**src/rtl/mem_sched_pkg.sv**
```systemverilog
// Shared definitions for the cellram port scheduler.
//   - Direction constants for grant_dir.
//   - Scheduler FSM state encoding.
//   - even_clamp_len(): clamps a byte count to a burst maximum and rounds it down to even.
package mem_sched_pkg;

    localparam logic READING = 1'b0;  // RAM to FIFO
    localparam logic WRITING = 1'b1;  // FIFO to RAM

    typedef enum logic [1:0] {
        IDLE  = 2'd0,
        SCAN  = 2'd1,
        GRANT = 2'd2,
        BUSY  = 2'd3
    } state_t;

    // The datapath moves 16-bit words, so every burst length is forced even.
    function automatic logic [31:0] even_clamp_len(input logic [31:0] level,
                                                   input logic [31:0] max_burst);
        logic [31:0] len;
        len = (level > max_burst) ? max_burst : level;
        return {len[31:1], 1'b0};
    endfunction

endpackage

```
**src/rtl/mem_port_scheduler_slot_eval.sv**
```systemverilog
// slot_eval: combinational view of one scheduler slot.
//   slot          in   slot index (0..NUM_PORTS-1 write ports, then read ports)
//   write_levels  in   packed per-port write FIFO levels
//   read_pending  in   packed per-port read pending byte counts
//   eligible      out  slot has at least MIN_BURST bytes
//   dir           out  WRITING for write slots, READING for read slots
//   port          out  port index inside its direction
//   len           out  burst length: min(level, MAX_BURST), rounded down to even
module slot_eval
    import mem_sched_pkg::*;
#(
    parameter int NUM_PORTS   = 4,
    parameter int LEVEL_WIDTH = 11,
    parameter int MAX_BURST   = 64,
    parameter int MIN_BURST   = 2,
    parameter int PTR_WIDTH   = 3
) (
    input  logic [PTR_WIDTH-1:0]             slot,
    input  logic [NUM_PORTS*LEVEL_WIDTH-1:0] write_levels,
    input  logic [NUM_PORTS*LEVEL_WIDTH-1:0] read_pending,
    output logic                             eligible,
    output logic                             dir,
    output logic [2:0]                       port,
    output logic [LEVEL_WIDTH-1:0]           len
);

    logic [LEVEL_WIDTH-1:0] level;

    always_comb begin
        level = '0;
        dir   = READING;
        port  = '0;
        for (int g = 0; g < NUM_PORTS; g++) begin
            if (int'(slot) == g) begin
                level = write_levels[g*LEVEL_WIDTH +: LEVEL_WIDTH];
                dir   = WRITING;
                port  = 3'(g);
            end
            if (int'(slot) == g + NUM_PORTS) begin
                level = read_pending[g*LEVEL_WIDTH +: LEVEL_WIDTH];
                dir   = READING;
                port  = 3'(g);
            end
        end
        eligible = (level >= LEVEL_WIDTH'(MIN_BURST));
        len      = LEVEL_WIDTH'(even_clamp_len(32'(level), 32'(MAX_BURST)));
    end

endmodule

```
**src/rtl/mem_port_scheduler.sv**
```systemverilog
// mem_port_scheduler: picks the next FIFO port for the cellram datapath and the
// burst length to move, walking 2*NUM_PORTS slots round-robin (write ports first,
// then read ports). One grant is outstanding at a time.
//
// Handshake: grant_valid/grant_dir/grant_port/grant_len are registered and held
// stable while grant_valid=1; the grant transfers on a clock edge where both
// grant_valid and grant_ack are 1. grant_ack while grant_valid=0 is ignored.
// burst_done is honoured only in BUSY.
//
// Ports:
//   clk, reset     clock, synchronous active-high reset
//   enable         scheduler runs while high
//   write_levels   bytes waiting per write FIFO (packed LEVEL_WIDTH fields)
//   read_pending   bytes pending per read FIFO (packed LEVEL_WIDTH fields)
//   grant_valid/grant_ack, grant_dir, grant_port, grant_len   grant handshake
//   burst_done     end-of-burst pulse from the datapath
//   sweep_idle     one-cycle pulse after a full sweep found nothing eligible
//   dbg_state      current FSM state (state_t encoding)
//
// Build option: define SCHED_URGENT_EN to let any write port at or above
// URGENT_LEVEL pre-empt the round-robin pointer (lowest port wins).
module mem_port_scheduler
    import mem_sched_pkg::*;
#(
    parameter int NUM_PORTS    = 4,
    parameter int LEVEL_WIDTH  = 11,
    parameter int MAX_BURST    = 64,
    parameter int MIN_BURST    = 2,
    parameter int URGENT_LEVEL = 1536
) (
    input  logic                             clk,
    input  logic                             reset,
    input  logic                             enable,
    input  logic [NUM_PORTS*LEVEL_WIDTH-1:0] write_levels,
    input  logic [NUM_PORTS*LEVEL_WIDTH-1:0] read_pending,
    output logic                             grant_valid,
    input  logic                             grant_ack,
    output logic                             grant_dir,
    output logic [2:0]                       grant_port,
    output logic [LEVEL_WIDTH-1:0]           grant_len,
    input  logic                             burst_done,
    output logic                             sweep_idle,
    output logic [1:0]                       dbg_state
);

    localparam int SLOTS     = 2 * NUM_PORTS;
    localparam int PTR_WIDTH = $clog2(SLOTS);

    state_t                 state_q, state_d;
    logic [PTR_WIDTH-1:0]   ptr_q, ptr_d, ptr_inc;
    logic [PTR_WIDTH-1:0]   sweep_q, sweep_d;
    logic                   urgent_q, urgent_d;
    logic                   valid_q, valid_d;
    logic                   dir_q, dir_d;
    logic [2:0]             port_q, port_d;
    logic [LEVEL_WIDTH-1:0] len_q, len_d;
    logic                   idle_q, idle_d;

    logic                   slot_eligible;
    logic                   slot_dir;
    logic [2:0]             slot_port;
    logic [LEVEL_WIDTH-1:0] slot_len;

    logic                   urgent_hit;
    logic [2:0]             urgent_port;
    logic [LEVEL_WIDTH-1:0] urgent_len;

    slot_eval #(
        .NUM_PORTS   (NUM_PORTS),
        .LEVEL_WIDTH (LEVEL_WIDTH),
        .MAX_BURST   (MAX_BURST),
        .MIN_BURST   (MIN_BURST),
        .PTR_WIDTH   (PTR_WIDTH)
    ) u_slot_eval (
        .slot         (ptr_q),
        .write_levels (write_levels),
        .read_pending (read_pending),
        .eligible     (slot_eligible),
        .dir          (slot_dir),
        .port         (slot_port),
        .len          (slot_len)
    );

`ifdef SCHED_URGENT_EN
    // Descending walk so the lowest-numbered urgent port ends up selected.
    always_comb begin
        urgent_hit  = 1'b0;
        urgent_port = '0;
        urgent_len  = '0;
        for (int g = NUM_PORTS - 1; g >= 0; g--) begin
            if (write_levels[g*LEVEL_WIDTH +: LEVEL_WIDTH] >= LEVEL_WIDTH'(URGENT_LEVEL)) begin
                urgent_hit  = 1'b1;
                urgent_port = 3'(g);
                urgent_len  = LEVEL_WIDTH'(even_clamp_len(
                                  32'(write_levels[g*LEVEL_WIDTH +: LEVEL_WIDTH]),
                                  32'(MAX_BURST)));
            end
        end
    end
`else
    localparam int unused_urgent_level = URGENT_LEVEL;
    assign urgent_hit  = 1'b0;
    assign urgent_port = '0;
    assign urgent_len  = '0;
`endif

    assign ptr_inc = (ptr_q == PTR_WIDTH'(SLOTS - 1)) ? '0 : ptr_q + 1'b1;

    always_comb begin
        state_d  = state_q;
        ptr_d    = ptr_q;
        sweep_d  = sweep_q;
        urgent_d = urgent_q;
        valid_d  = valid_q;
        dir_d    = dir_q;
        port_d   = port_q;
        len_d    = len_q;
        idle_d   = 1'b0;

        case (state_q)
            IDLE: begin
                if (enable) state_d = SCAN;
            end
            SCAN: begin
                if (!enable) begin
                    state_d = IDLE;
                end else if (urgent_hit) begin
                    // Urgent grants leave the pointer where it is.
                    valid_d  = 1'b1;
                    dir_d    = WRITING;
                    port_d   = urgent_port;
                    len_d    = urgent_len;
                    sweep_d  = '0;
                    urgent_d = 1'b1;
                    state_d  = GRANT;
                end else if (slot_eligible) begin
                    valid_d  = 1'b1;
                    dir_d    = slot_dir;
                    port_d   = slot_port;
                    len_d    = slot_len;
                    urgent_d = 1'b0;
                    state_d  = GRANT;
                end else begin
                    ptr_d = ptr_inc;
                    if (sweep_q == PTR_WIDTH'(SLOTS - 1)) begin
                        sweep_d = '0;
                        idle_d  = 1'b1;
                    end else begin
                        sweep_d = sweep_q + 1'b1;
                    end
                end
            end
            GRANT: begin
                if (grant_ack) begin
                    valid_d = 1'b0;
                    state_d = BUSY;
                end
            end
            BUSY: begin
                if (burst_done) begin
                    // A regular grant left the pointer on its own slot.
                    if (!urgent_q) ptr_d = ptr_inc;
                    sweep_d = '0;
                    state_d = enable ? SCAN : IDLE;
                end
            end
            default: state_d = IDLE;
        endcase
    end

    always_ff @(posedge clk) begin
        if (reset) begin
            state_q  <= IDLE;
            ptr_q    <= '0;
            sweep_q  <= '0;
            urgent_q <= 1'b0;
            valid_q  <= 1'b0;
            dir_q    <= READING;
            port_q   <= '0;
            len_q    <= '0;
            idle_q   <= 1'b0;
        end else begin
            state_q  <= state_d;
            ptr_q    <= ptr_d;
            sweep_q  <= sweep_d;
            urgent_q <= urgent_d;
            valid_q  <= valid_d;
            dir_q    <= dir_d;
            port_q   <= port_d;
            len_q    <= len_d;
            idle_q   <= idle_d;
        end
    end

    assign grant_valid = valid_q;
    assign grant_dir   = dir_q;
    assign grant_port  = port_q;
    assign grant_len   = len_q;
    assign sweep_idle  = idle_q;
    assign dbg_state   = state_q;

endmodule

```
**config.mk**
```make
export PLATFORM = sky130hd
export DESIGN_NAME = mem_port_scheduler
export DESIGN_NICKNAME = d
export VERILOG_FILES = /design/src/rtl/mem_sched_pkg.sv /design/src/rtl/mem_port_scheduler_slot_eval.sv /design/src/rtl/mem_port_scheduler.sv
export SDC_FILE = /design/constraint.sdc
export NUM_CORES = 1
export LEC_CHECK = 0
export ABC_CLOCK_PERIOD_IN_PS = 3100
export BUFFER_PORTS_ARGS = -buffer_cell sky130_fd_sc_hd__buf_2
export CAP_MARGIN = 25
export CORE_ASPECT_RATIO = 1.4
export CORE_UTILIZATION = 39
export DETAILED_ROUTE_END_ITERATION = 8
export GPL_TIMING_DRIVEN = 0
export PLACE_DENSITY = 0.89
export SLEW_MARGIN = 10
export SYNTH_ARGS = -nofsm -noshare
export SYNTH_HDL_FRONTEND = slang
export SYNTH_HIERARCHICAL = 1
export SYNTH_SLANG_ARGS = --single-unit
export TNS_END_PERCENT = 20
```
**constraint.sdc**
```tcl
create_clock -name clk -period 3.1 [get_ports clk]
set_clock_uncertainty 0.1 [all_clocks]
set_input_delay 0.155 -clock clk [delete_from_list [all_inputs] [get_ports clk]]
set_output_delay 0.155 -clock clk [all_outputs]
set_load 0.02 [all_outputs]
```
; ---- Yosys cells after proc, flatten, opt, wreduce, memory -nomap -nowiden
; Cells that the tools add are included.
[totals]
register_bits = 24
latchBits = 0
ramBits = 0
rom_bits = 0
input_bits = 93
out_inout_bits = 19
elab_cells = 87
n_memories = 0
[classes]
n_addsub = 2
multipliers = 0
div = 0
magnitude_cmp = 2
eq_ne = 19
shift = 0
n_mux = 45
n_bitwise = 2
n_reduce_logical = 9
[ops]
columns = cell, n
row1 = $mux 11, 9
row2 = $mux 3, 8
row3 = $eq 3x3->1 const B, 6
row4 = $mux 2, 9
row5 = $mux 1, 15
row6 = $ne 2x2->1 const B, 6
row7 = $pmux 3 s2, 2
row8 = $reduce_and 4->1, 3
row9 = $ge 11x2->1 const B, 1
row10 = $gt 11x7->1 const B, 1
row11 = $pmux 2 s4, 1
row12 = $add 3x1->3 const B, 2
row13 = $eq 3x2->1 const B, 2
row14 = $eq 2x2->1 const B, 2
row15 = $reduce_bool 2->1, 2
row16 = $reduce_or 4->1, 1
row17 = $eq 3x1->1 const B, 1
row18 = $logic_not 3->1, 1
row19 = $ne 3x3->1 const B, 1
row20 = $reduce_and 3->1, 1
row21 = $eq 2x1->1 const B, 1
row22 = $logic_not 2->1, 1
row23 = $not 1->1, 2
row24 = $pmux 1 s2, 1

; ---- Longest topological paths before layout
[depth]
ltp_word = 13
mapped_depth = 13
ltp_nobuf = 8

; ---- By module
; The synthesis kept the hierarchy.
[modules_own_cells]
columns = mod, n_inst, cells_each, area_each_um2
row1 = mem_port_scheduler, 1, 119, 1116.1
row2 = slot_eval, 1, 92, 699.4

; ---- Least setup slack after synthesis
; No wires, ideal clock.
[synth_path]
path_type = register to register
startpoint = register ptr_q[1]
endpoint = register ptr_q[0]
setup_time_ns = 0.121
arrival_ns = 2.663
slack_ns = 0.216
path_stages_with_launch = 10
synth_period_minus_slack_ns = 2.884
cell_sequence = dfxtp_1 buf_2 clkbuf_1 mux4_2 mux2i_1 nand3_1 or4b_1 nand4bb_4 nand2_1 mux2_2
[synth_via]
elab_chain_len = 12
word_cells_on_any_way = 25
[synth_lines]
columns = item, line_no
row1 = start: declaration, mem_port_scheduler.sv:50  ; logic [PTR_WIDTH-1:0] ptr_q, ptr_d, ptr_inc;
row2 = start signal: assignment, mem_port_scheduler.sv:184  ; ptr_q <= ptr_d;
row3 = $logic_not 3->1, mem_port_scheduler_slot_eval.sv:34  ; if (int'(slot) == g) begin
row4 = $mux 11, mem_port_scheduler_slot_eval.sv:34
row5 = $mux 11, mem_port_scheduler_slot_eval.sv:39  ; if (int'(slot) == g + NUM_PORTS) begin
row6 = $mux 11, mem_port_scheduler_slot_eval.sv:34
row7 = $mux 11, mem_port_scheduler_slot_eval.sv:39
row8 = $mux 11, mem_port_scheduler_slot_eval.sv:34
row9 = $mux 11, mem_port_scheduler_slot_eval.sv:39
row10 = $mux 11, mem_port_scheduler_slot_eval.sv:34
row11 = $mux 11 (*), mem_port_scheduler_slot_eval.sv:39
row12 = $ge 11x2->1 (*), mem_port_scheduler_slot_eval.sv:45  ; eligible = (level >= LEVEL_WIDTH'(MIN_BURST));
row13 = named net slot_eligible, mem_port_scheduler.sv:59  ; logic slot_eligible;
row14 = $ne 2x2->1 (no source line) (*), -
row15 = $reduce_and 4->1 (no source line) (*), -
; Mark *: on every way through the listed nets, which the timed path passes. The rest lies on a longest branch. The select of a mux whose other input is x is not followed.
; A chain may end at the register's enable or synchronous reset.

; ---- Final worst setup path
[layout_path]
startpoint = register ptr_q[0]
endpoint = register ptr_q[0]
; Same word-level chain as after synthesis.

==> impl_summary.log <==
[metrics] outcome: finished clean
[metrics] fraction of synthesis flops using an asynchronous set or reset pin: 0%
[metrics] filler cell count in the final layout: ~440
[metrics] sequential-to-total area share from yosys stat: around 28%
[metrics] critical-path cell list: buf_6 > buf_8 > mux4_2 > mux2i_2 > nand3_1 > or4b_4 > nand4bb_4 > nand2_2 > mux2_2
[metrics] crit start category: flip-flop
[metrics] cell count after synthesis: approximately 210
[metrics] Area growth, synth to finish: 39.3%
[metrics] average footprint of a synthesized cell: 8.60 um2
[metrics] Net Sw Power: approximately 180 uW
[metrics] WP data arrival: 3080 ps
[metrics] global-route wire length before repair: 7.60 mm
[metrics] area post-placement: about 2400 um2
[metrics] worst hold stages: 3
[metrics] vias after detailed routing: 1,929
[metrics] via count of the first global-routing pass: 1,876
[metrics] number of cell instances on the worst register-to-register path: 9
[metrics] maximum vdd ir drop: 0.172 mV
[metrics] Worst R2R End: ptr_q[0]
[metrics] H-tree Lvls: 1
[metrics] drt first-iter violations: a little under 70
[metrics] number of max-capacitance violations reported: 0
[metrics] Vert. Die Dim: roughly 83 um
[metrics] site row count: 29
[metrics] quantity of I/O buffers inserted on ports: just over 100
[metrics] Slew HR: 54.9%
[metrics] initial antenna violation count: 0
[metrics] number of enable-type register cells in the synthesized netlist: 0
[metrics] Internal: around 500 uW
[metrics] Min-Delay Startpoint: enable
[metrics] final count of pins violating max slew: 0
[metrics] transition time of the tightest slew-check pin: between 600 and 700 ps
[metrics] Setup Viol. Count Final: 0
[metrics] CP delay by family, top: simple AND/OR/NAND/NOR gates
[metrics] max frequency: 332 MHz
[metrics] terminating pin of the worst hold path: dbg_state[0]
[metrics] clock-pin slew on the worst setup and hold paths: around 80 ps
[metrics] Clk Latency, worst-skew pair: approximately 270 ps
[metrics] endpoint required time on the critical path: 3170 ps
[metrics] final cell utilization of the core: roughly 56%
[metrics] Die ar.: 4940 um2
[metrics] fraction of power consumed by the clock network: roughly 29%
[metrics] critical path's largest stage delay: between 500 and 600 ps
[metrics] area share of the leading cell type in the synthesized netlist: around 28%
[metrics] number of ports placed on the die boundary: 112
[metrics] top_reg_cell synth: sky130_fd_sc_hd__dfxtp_1
[metrics] flip-flop and latch count after synthesis: 25
[metrics] Die X-Extent: between 50 and 60 um
[metrics] Crit Path Max Fanout: 10
[metrics] most used cells in the layout excluding fill and tap cells: 105 x sky130_fd_sc_hd__buf_2, 32 x sky130_fd_sc_hd__nand2_1, 24 x sky130_fd_sc_hd__dfxtp_1, 13 x sky130_fd_sc_hd__a21oi_1, 12 x sky130_fd_sc_hd__nor2_1
[metrics] cell types occupying the most area after synthesis: sky130_fd_sc_hd__dfxtp_1 28%, sky130_fd_sc_hd__mux4_2 7.4%, sky130_fd_sc_hd__nand2_1 6.8%, sky130_fd_sc_hd__mux2i_1 5.0%, sky130_fd_sc_hd__a21oi_2 4.8%
[metrics] Net Sw Frac: roughly a quarter
[metrics] placeable core region: 4500 um2
[metrics] minimum period implied by the final worst setup slack: ~3000 ps
[metrics] # diodes: 0
[metrics] sequential group share of total power: between 40% and 50%
[metrics] summed instance area of the synthesized netlist: between 1500 and 2000 um2
[metrics] library cell contributing the largest single delay on the critical path: sky130_fd_sc_hd__or4b_4
[metrics] combined buffer and inverter count along the critical path: 2
[metrics] cell taking the most area after synthesis: sky130_fd_sc_hd__dfxtp_1
[metrics] cell area power density: approximately 270 nW/um2
[metrics] reported leakage power: about 0.0011 uW
[metrics] post-detail-place hpwl: approximately 4 mm
[metrics] Yosys warning count: 6
[metrics] setup repair after global routing missed its margin: no
[metrics] buffers from clock root to sink, at most: 2
[metrics] Num CTS Buffers: 3
[metrics] drt via density: between 4 and 5
[metrics] leftover overflow at the end of global routing: 0
[metrics] worst reg-to-reg setup slack: between 90 and 100 ps
[metrics] antenna-violating nets left: 0
[metrics] final worst path period share: between 90% and 100%
[metrics] classification of the worst setup path: flip-flop to flip-flop
[metrics] DRT Wirelength: between 4 and 5 mm
[metrics] hold violation total from the final report: 0
[metrics] TritonCTS clock tree: done
[metrics] Clock Sink Count: 25
[metrics] final estimated routing congestion in global placement: between 0.7 and 0.8
[metrics] DRT Pass-1 Iters: 4
[metrics] Final nets: 422
[metrics] fraction of final layout cells with drive strength greater than 1: 50.6%
[metrics] number of design rule violations left after detail routing: 0
[metrics] final routed wire length divided by cell count: approximately 13 um
[metrics] overall track demand over capacity in global routing: 20.2%
[metrics] path category of the worst min-delay check: input port to flip-flop
[metrics] Final Instance Area: approximately 2500 um2
[metrics] Logic pwr share: 22.2%
[metrics] crit path from: ptr_q[0]
[metrics] Root Buffer Master: sky130_fd_sc_hd__clkbuf_8
[metrics] reg2reg start: ptr_q[0]
[metrics] Netlist cell types: between 40 and 50
[metrics] largest net degree at the start of global routing: 15
[metrics] most common library cell in the layout ignoring fill and taps: sky130_fd_sc_hd__buf_2
[metrics] element type at the critical path end: flip-flop
[metrics] effective utilization at floorplan: between 40 and 50%
[state kept, by name, summed over array words and instances (netlist names), named ones only]
signal / count
dbg_state: 1
grant_dir: 1
grant_len: 11
grant_port: 3
grant_valid: 1
ptr_q: 3
sweep_idle: 1
sweep_q: 3
[per-stage QoR]
step | setup slack (ps) | hold WS [ps] | TNS, ps | instances | power (uW)
after global placement | -178 | 277 | -316 | 380 | 483
after CTS | 11.1 | 133 | 0 | 386 | 679
after global routing | 1.19 | 166 | 0 | 386 | 709
after floorplan | 216 | 173 | 0 | 216 | 417
final | 91.8 | 131 | 0 | 386 | 680
after detailed placement | -238 | 290 | -895 | 380 | 487
[layer usage]
layer  wire length, um  track usage, %  vias to the layer above  share of wire (%)
li1                  -               -                      973                  -
met3               188            1.09                        4                3.9
met1              1910            20.7                      882                 39
met5                 0               0                        -                  0
met4                91            10.7                        0                1.9
met2              2670            39.8                       70                 55
[power by group through the flow]
stage / Clock, uW / Sequential (uW) / Combinational [uW]
6_report: 197 / 332 / 151
5_1_grt: 210 / 333 / 165
4_1_cts: 197 / 332 / 149
3_5_place_dp: 0 / 340 / 147
3_3_place_gp: 0 / 339 / 144
2_1_floorplan: 0 / 348 / 68.5
[cells in the mapped netlist, types with 2 or more instances]
cell type,n
sky130_fd_sc_hd__o2bb2ai_1,2
sky130_fd_sc_hd__nand3_1,5
sky130_fd_sc_hd__a211oi_1,3
sky130_fd_sc_hd__dfxtp_1,25
sky130_fd_sc_hd__nand2_2,3
sky130_fd_sc_hd__a21oi_2,10
sky130_fd_sc_hd__mux2_2,2
sky130_fd_sc_hd__mux2i_1,9
sky130_fd_sc_hd__a311oi_1,2
sky130_fd_sc_hd__nor4_1,6
sky130_fd_sc_hd__a2111oi_0,3
sky130_fd_sc_hd__a21oi_1,14
sky130_fd_sc_hd__mux4_2,6
sky130_fd_sc_hd__nand3b_1,3
sky130_fd_sc_hd__inv_1,4
sky130_fd_sc_hd__o21ai_0,6
sky130_fd_sc_hd__nor3_1,7
sky130_fd_sc_hd__nand2_1,33
sky130_fd_sc_hd__nor2b_1,2
sky130_fd_sc_hd__buf_4,8
sky130_fd_sc_hd__buf_6,4
sky130_fd_sc_hd__clkbuf_1,6
sky130_fd_sc_hd__nor2_1,12
sky130_fd_sc_hd__nand2b_1,4
sky130_fd_sc_hd__ha_1,4
sky130_fd_sc_hd__a21bo_2,2
sky130_fd_sc_hd__buf_2,5
sky130_fd_sc_hd__a31oi_1,4
[final cells by class]
class	count	area [um2]	area share, %
sequential	25	502	19.8
tap	62	77.6	3.07
clock inverter	1	5.00	0.198
clock buffer	3	41.3	1.63
inverter	5	18.8	0.742
buffer	25	198	7.82
multi-input combinational	161	1160	45.8
timing repair buffer	104	528	20.9
[cells by family (layout without fill, tap and decap cells)]
kind of cell	Yosys count	after routing	share of synthesized area, %
mux	18	18	14.3
compound gates	50	50	19.4
buf+inv	30	138	11.4
other cells	1	6	0.207
flops	25	25	27.6
fa+ha+maj	4	4	2.76
simple gates	83	83	24.4
[tightest hold or removal path: cells and delay by family]
| kind | cells | cell delay, ps |
|---|---|---|
| simple gates | 1 | 90 |
| compound gates | 1 | 70 |
| buf+inv | 1 | 150 |
[timing repair]
item                                    in CTS  in global routing
gates resized for setup                      3                 12
hold buffers                                 1                  0
pin swaps                                    1                  1
endpoints found under the setup margin      15                 13
buffers inserted                             1                  0
hold endpoints to repair                     1                  0
[worst max path at each step]
stage	to	slack [ps]	depth (start not counted)
after floorplan	ptr_q[0]	220	9
after global placement	ptr_q[0]	-180	9
after detailed placement	ptr_q[0]	-240	9
after CTS	ptr_q[0]	10	9
after global routing	ptr_q[0]	1	9
final	ptr_q[0]	90	9
(Power assumes the default switching activity.)
